==> src/rtl/stream_arb_pkg.sv <==
// Shared types and helpers for the packet-aware round-robin stream arbiter.
package stream_arb_pkg;

    typedef enum logic [0:0] {
        IDLE = 1'b0,
        LOCK = 1'b1
    } state_t;

    // Widest request vector rr_pick can handle; arbiters must keep N <= MAX_N.
    localparam int MAX_N     = 32;
    localparam int N_DEFAULT = 4;
    localparam int SRC_BITS  = $clog2(N_DEFAULT);

    // Cyclic priority encoder: first set bit of req[n-1:0] found by walking
    // upward from ptr and wrapping past n-1 back to 0. Returns ptr when no
    // bit is set; callers only use the result when at least one bit is set.
    function automatic int rr_pick(input logic [MAX_N-1:0] req, input int ptr, input int n);
        int idx;
        rr_pick = ptr;
        for (int k = MAX_N - 1; k >= 0; k--) begin
            if (k < n) begin
                idx = ptr + k;
                if (idx >= n) idx = idx - n;
                if (req[idx[$clog2(MAX_N)-1:0]]) rr_pick = idx;
            end
        end
    endfunction

endpackage

==> src/rtl/stream_rr_arbiter_fifo.sv <==
// Small ready/valid FIFO. Its input ready depends only on its own occupancy
// register, which is what breaks the ordy -> irdy combinational path.
module stream_rr_arbiter_fifo #(
    parameter int DEPTH = 2,
    parameter int WIDTH = 8
) (
    input  logic             clk,
    input  logic             rst,
    input  logic             ivld,
    output logic             irdy,
    input  logic [WIDTH-1:0] idat,
    output logic             ovld,
    input  logic             ordy,
    output logic [WIDTH-1:0] odat
);

    localparam int PW = (DEPTH > 1) ? $clog2(DEPTH) : 1;
    localparam int CW = $clog2(DEPTH + 1);

    logic [WIDTH-1:0] mem [DEPTH];
    logic [PW-1:0]    wptr;
    logic [PW-1:0]    rptr;
    logic [CW-1:0]    count;
    logic             push;
    logic             pop;

    function automatic logic [PW-1:0] bump(input logic [PW-1:0] p);
        return (p == PW'(DEPTH - 1)) ? '0 : p + PW'(1);
    endfunction

    assign irdy = (count != CW'(DEPTH));
    assign ovld = (count != '0);
    assign odat = mem[rptr];
    assign push = ivld && irdy;
    assign pop  = ovld && ordy;

    // Pointer and occupancy bookkeeping; reset empties the FIFO.
    always_ff @(posedge clk) begin
        if (rst) begin
            wptr  <= '0;
            rptr  <= '0;
            count <= '0;
        end else begin
            if (push) wptr <= bump(wptr);
            if (pop)  rptr <= bump(rptr);
            if (push && !pop)      count <= count + CW'(1);
            else if (pop && !push) count <= count - CW'(1);
        end
    end

    // Storage needs no reset: entries are only read while counted as valid.
    always_ff @(posedge clk) begin
        if (push) mem[wptr] <= idat;
    end

endmodule

==> src/rtl/stream_rr_arbiter.sv <==
// Packet-aware round-robin arbiter: merges N ready/valid inputs into one
// output stream, holding a grant for a whole packet or MAX_BURST beats, and
// tagging every beat with the index of the input it came from.
module stream_rr_arbiter
    import stream_arb_pkg::*;
#(
    parameter int N         = 4,
    parameter int WIDTH     = 32,
    parameter int MAX_BURST = 0
) (
    input  logic                 clk,
    input  logic                 rst,
    input  logic [N-1:0]         ivld,
    output logic [N-1:0]         irdy,
    input  logic [N*WIDTH-1:0]   idat,
    input  logic [N-1:0]         ilast,
    output logic                 ovld,
    input  logic                 ordy,
    output logic [WIDTH-1:0]     odat,
    output logic                 olast,
    output logic [$clog2(N)-1:0] osrc
);

    localparam int SRC_W = $clog2(N);
    localparam int CNT_W = $clog2(MAX_BURST) + 1;
    localparam int STG_W = WIDTH + 1 + SRC_W;
    localparam logic [CNT_W-1:0] CNT_LAST = (MAX_BURST > 0) ? CNT_W'(MAX_BURST - 1) : '0;

    state_t           state;
    logic [SRC_W-1:0] ptr;
    logic [SRC_W-1:0] grant;
    logic [CNT_W-1:0] cnt;

    logic             stage_irdy;
    logic             in_vld;
    logic [WIDTH-1:0] in_dat;
    logic             in_last;
    logic             accept;
    logic             cut;
    logic             end_beat;
    logic [STG_W-1:0] stage_in;
    logic [STG_W-1:0] stage_out;

    assign in_dat   = idat[grant*WIDTH +: WIDTH];
    assign in_last  = ilast[grant];
    assign in_vld   = (state == LOCK) && ivld[grant];
    assign accept   = in_vld && stage_irdy;
    assign cut      = (MAX_BURST > 0) && (cnt == CNT_LAST);
    assign end_beat = accept && (in_last || cut);
    assign stage_in = {in_last | cut, grant, in_dat};

    // Only the locked input sees the output stage's ready; all others wait.
    always_comb begin
        irdy = '0;
        if (state == LOCK) irdy[grant] = stage_irdy;
    end

    // Arbitration FSM: pick a requester in IDLE, stream its beats in LOCK
    // until the packet ends or the burst limit forces a cut.
    always_ff @(posedge clk) begin
        if (rst) begin
            state <= IDLE;
            ptr   <= '0;
            grant <= '0;
            cnt   <= '0;
        end else begin
            case (state)
                IDLE: begin
                    cnt <= '0;
                    if (|ivld) begin
                        grant <= SRC_W'(rr_pick(MAX_N'(ivld), int'(ptr), N));
                        state <= LOCK;
                    end
                end
                LOCK: begin
                    if (end_beat) begin
                        ptr   <= (grant == SRC_W'(N - 1)) ? '0 : grant + SRC_W'(1);
                        state <= IDLE;
                    end else if (accept) begin
                        cnt <= cnt + CNT_W'(1);
                    end
                end
                default: state <= IDLE;
            endcase
        end
    end

    stream_rr_arbiter_fifo #(
        .DEPTH (2),
        .WIDTH (STG_W)
    ) u_stage (
        .clk  (clk),
        .rst  (rst),
        .ivld (in_vld),
        .irdy (stage_irdy),
        .idat (stage_in),
        .ovld (ovld),
        .ordy (ordy),
        .odat (stage_out)
    );

    assign {olast, osrc, odat} = stage_out;

endmodule

==> config.mk <==
export PLATFORM = sky130hd
export DESIGN_NAME = stream_rr_arbiter
export DESIGN_NICKNAME = d
export VERILOG_FILES = /design/src/rtl/stream_arb_pkg.sv /design/src/rtl/stream_rr_arbiter_fifo.sv /design/src/rtl/stream_rr_arbiter.sv
export SDC_FILE = /design/constraint.sdc
export NUM_CORES = 1
export LEC_CHECK = 0
export ABC_AREA = 1
export CORE_ASPECT_RATIO = 0.5
export CORE_MARGIN = 4
export CORE_UTILIZATION = 35
export DETAILED_ROUTE_END_ITERATION = 6
export PLACE_DENSITY = 0.63
export SLEW_MARGIN = 40
export SYNTH_ARGS = -nofsm -noshare
export SYNTH_HDL_FRONTEND = slang
export SYNTH_HIERARCHICAL = 1
export SYNTH_SLANG_ARGS = --single-unit
export TNS_END_PERCENT = 100
==> constraint.sdc <==
create_clock -name clk -period 9.51 [get_ports clk]
set_input_delay 2.853 -clock clk [delete_from_list [all_inputs] [get_ports clk]]
set_output_delay 2.853 -clock clk [all_outputs]
set_load 0.05 [all_outputs]
==> results.sh <==
export IMPL_run_status="finished, final reports clean"
export IMPL_h_tree_depth=3
export IMPL_yosys_warnings=6
export IMPL_fmax_ghz=0.185
export IMPL_ff2ff_setup_slack_ns=6.51
export IMPL_die_area_um2=14600
export IMPL_worst_r2r_endpoint="u_stage/mem[1][16]"
export IMPL_final_setup_worst_slack_ns=4.11
export IMPL_path_class="flop to output pin"
export IMPL_grt_ovfl_total=0
export IMPL_remaining_drc_errors=0
export IMPL_tightest_slew_ns=0.714
export IMPL_antennaDiodeCount=0
export IMPL_grt_max_degree=75
export IMPL_drive_gt1_frac=0.123
export IMPL_drv_cap=0
export IMPL_cp_arrival_ns=2.54
export IMPL_power_total_uw=1540
export IMPL_worstSetupStartpointType="flop"
export IMPL_antenna_left=0
export IMPL_syn_inst=433
export IMPL_avgSynthCellArea_um2=10.2
export IMPL_syn_nets=582
export IMPL_cp_endpoint="irdy[3]"
export IMPL_clockBufferDepth=2
export IMPL_syn_area_um2=4420
export IMPL_holdBufCountCts=0
export IMPL_grt_pass1_vias=3797
export IMPL_clk_transition_reported_paths_ns=0.06
export IMPL_finish_net_count=754
export IMPL_met1_length_mm=5.10
export IMPL_wl_met2_mm=6.39
export IMPL_synth_edff_count=70
export IMPL_maxSlewHeadroom=0.524
export IMPL_synth_largest_area_cell="edfxtp_1"
export IMPL_end_kind="output pin"
export IMPL_top_layer="met4"
export IMPL_fin_tns_setup_ns=0
export IMPL_ys_types=29
export IMPL_reg2reg_from="grant[0]"
export IMPL_finalMaxSlewViolations=0
export IMPL_synth_seq_cells=80
export IMPL_drt_iter0_drc=213
export IMPL_fin_cells=775
export IMPL_cts_tree="yes"
export IMPL_min_period_ns=5.40
export IMPL_hold_viol=0
export IMPL_drtPass1Iterations=6
export IMPL_dr_wl_met3_um=395
export IMPL_fin_worst_skew_ns=0.00613
export IMPL_dp_slack_ns=4.43
export IMPL_io_buffers=178
export IMPL_post_route_period_util=0.567
export IMPL_leakage_uw=0.00252
export IMPL_io_pins=179
export IMPL_yosysMostFrequentCell="nor2_1"
export IMPL_hp_class="flop to flop"
export IMPL_ys_seq_area_frac=0.521
export IMPL_die_h_um=87.5
export IMPL_postCtsSetupRepairBufs=0
export IMPL_yosys_area_top_type_share=0.476
export IMPL_synthArstFlopShare=0
export IMPL_fp_dieW_um=167
export IMPL_cts_sinks=80
export IMPL_cts_root_buf="clkbuf_16"
export IMPL_rsz0062_at_grt="false"
export IMPL_syn_to_final_growth_pct=52.2
export IMPL_dp_cells=759
export IMPL_avgRoutedWirePerCell_um=15.6
export IMPL_antenna_found_initial=0
export IMPL_startpoint="grant[0]"
export IMPL_design_core_area_um2=12100
export IMPL_viasPerCell=4.88
export IMPL_synthTopCellsByCount="nor2_1, edfxtp_1, o21ai_0"
export IMPL_required_ns=6.66
export IMPL_routabilityCongestion=0.783
export IMPL_dp_hpwl_mm=8.81
export IMPL_grt_pass1_wl_mm=18.7
export IMPL_cts_buffers_inserted=9
export IMPL_path_max_fanout=74
export IMPL_p_per_area_nw_per_um2=230
export IMPL_row_count=28
export IMPL_hold_ws_ns=0.468
export IMPL_netlist_top_cells_area="edfxtp_1, mux2_4, o21ai_0"
export IMPL_final_setup_viol_count=0
export IMPL_synth_ff_type="edfxtp_1"
export IMPL_cts_resized=0
export IMPL_clk_latency_ns=0.33
export IMPL_start_util=0.366
export IMPL_num_vias=3785
export IMPL_grt_usage=0.161
export IMPL_r2r_cells=10
export IMPL_ir_worst_vdd_v=0.000125
export IMPL_drt_total_wl_mm=12.1
==> worst min path at each step <==
stage	slack [ns]	depth (start not counted)	start	end
finish	0.47	2	state	state
detailed placement	0.46	2	state	state
CTS	0.47	2	state	state
global placement	0.45	2	state	state
global route	0.53	2	state	state
floorplan	0.43	2	state	state
==> cell type report <==
type	count	area (um2)
fillers	1057	5360
flip-flops and latches	80	2300
repair buffers	186	1900
multi-input cells	301	1870
clock buffers	15	343
well taps	165	206
inverters	27	101
clock inverters	1	6.26
==> registers in the layout, summed over array words and instances, names as in the netlist, named ones only <==
signal / cells
ptr: 2
grant: 2
u_stage/count: 2
u_stage/wptr: 1
state: 1
u_stage/mem: 70
u_stage/rptr: 1
==> logic make-up (layout without fill, tap and decap cells) <==
| kind of cell | after synthesis | after routing | synth area share |
|---|---|---|---|
| AND/OR/NAND/NOR | 139 | 139 | 0.127 |
| multiplexers | 35 | 35 | 0.115 |
| flip-flops | 80 | 80 | 0.521 |
| AO/OA/AOI/OAI | 117 | 117 | 0.150 |
| adder cells (fa/ha/maj) | 10 | 10 | 0.0283 |
| buffers and inverters | 52 | 229 | 0.0597 |
==> routing by layer <==
metal,up-vias,GRT usage
li1,1888,-
met1,1798,0.189
met2,79,0.297
met3,20,0.0340
met4,0,0.0564
met5,-,0
==> worst max-delay path, stage by stage (launching register included) <==
cell,delay [ns]
dfxtp_2,0.31
buf_4,0.55
ha_1,0.25
inv_1,0.06
nor3_1,0.20
clkdlybuf4s50_1,0.84
==> report_power, final <==
group	leakage (uW)	internal (uW)	switching, uW
Combinational	0.00163	275	422
Clock	0.000173	248	128
Sequential	0.000721	457	15.3
==> placed cells by master (no fill, tap or decap), drive strengths merged, types with 14 or more instances in the layout <==
master	netlist	final
clkbuf	12	15
o22ai	32	32
edfxtp	70	70
nand3	14	14
inv	26	27
clkdlybuf4s50	0	178
nand2	43	43
mux2	35	35
o21ai	72	72
nor2	79	79
==> stage by stage <==
step	util	instance area [um2]
after floorplan	-	4420
after CTS	0.557	6730
after global routing	0.557	6730
after detailed placement	0.528	6380
final	0.557	6730
after global placement	0.521	6290
No activity file was read; power rests on OpenSTA's default activity.
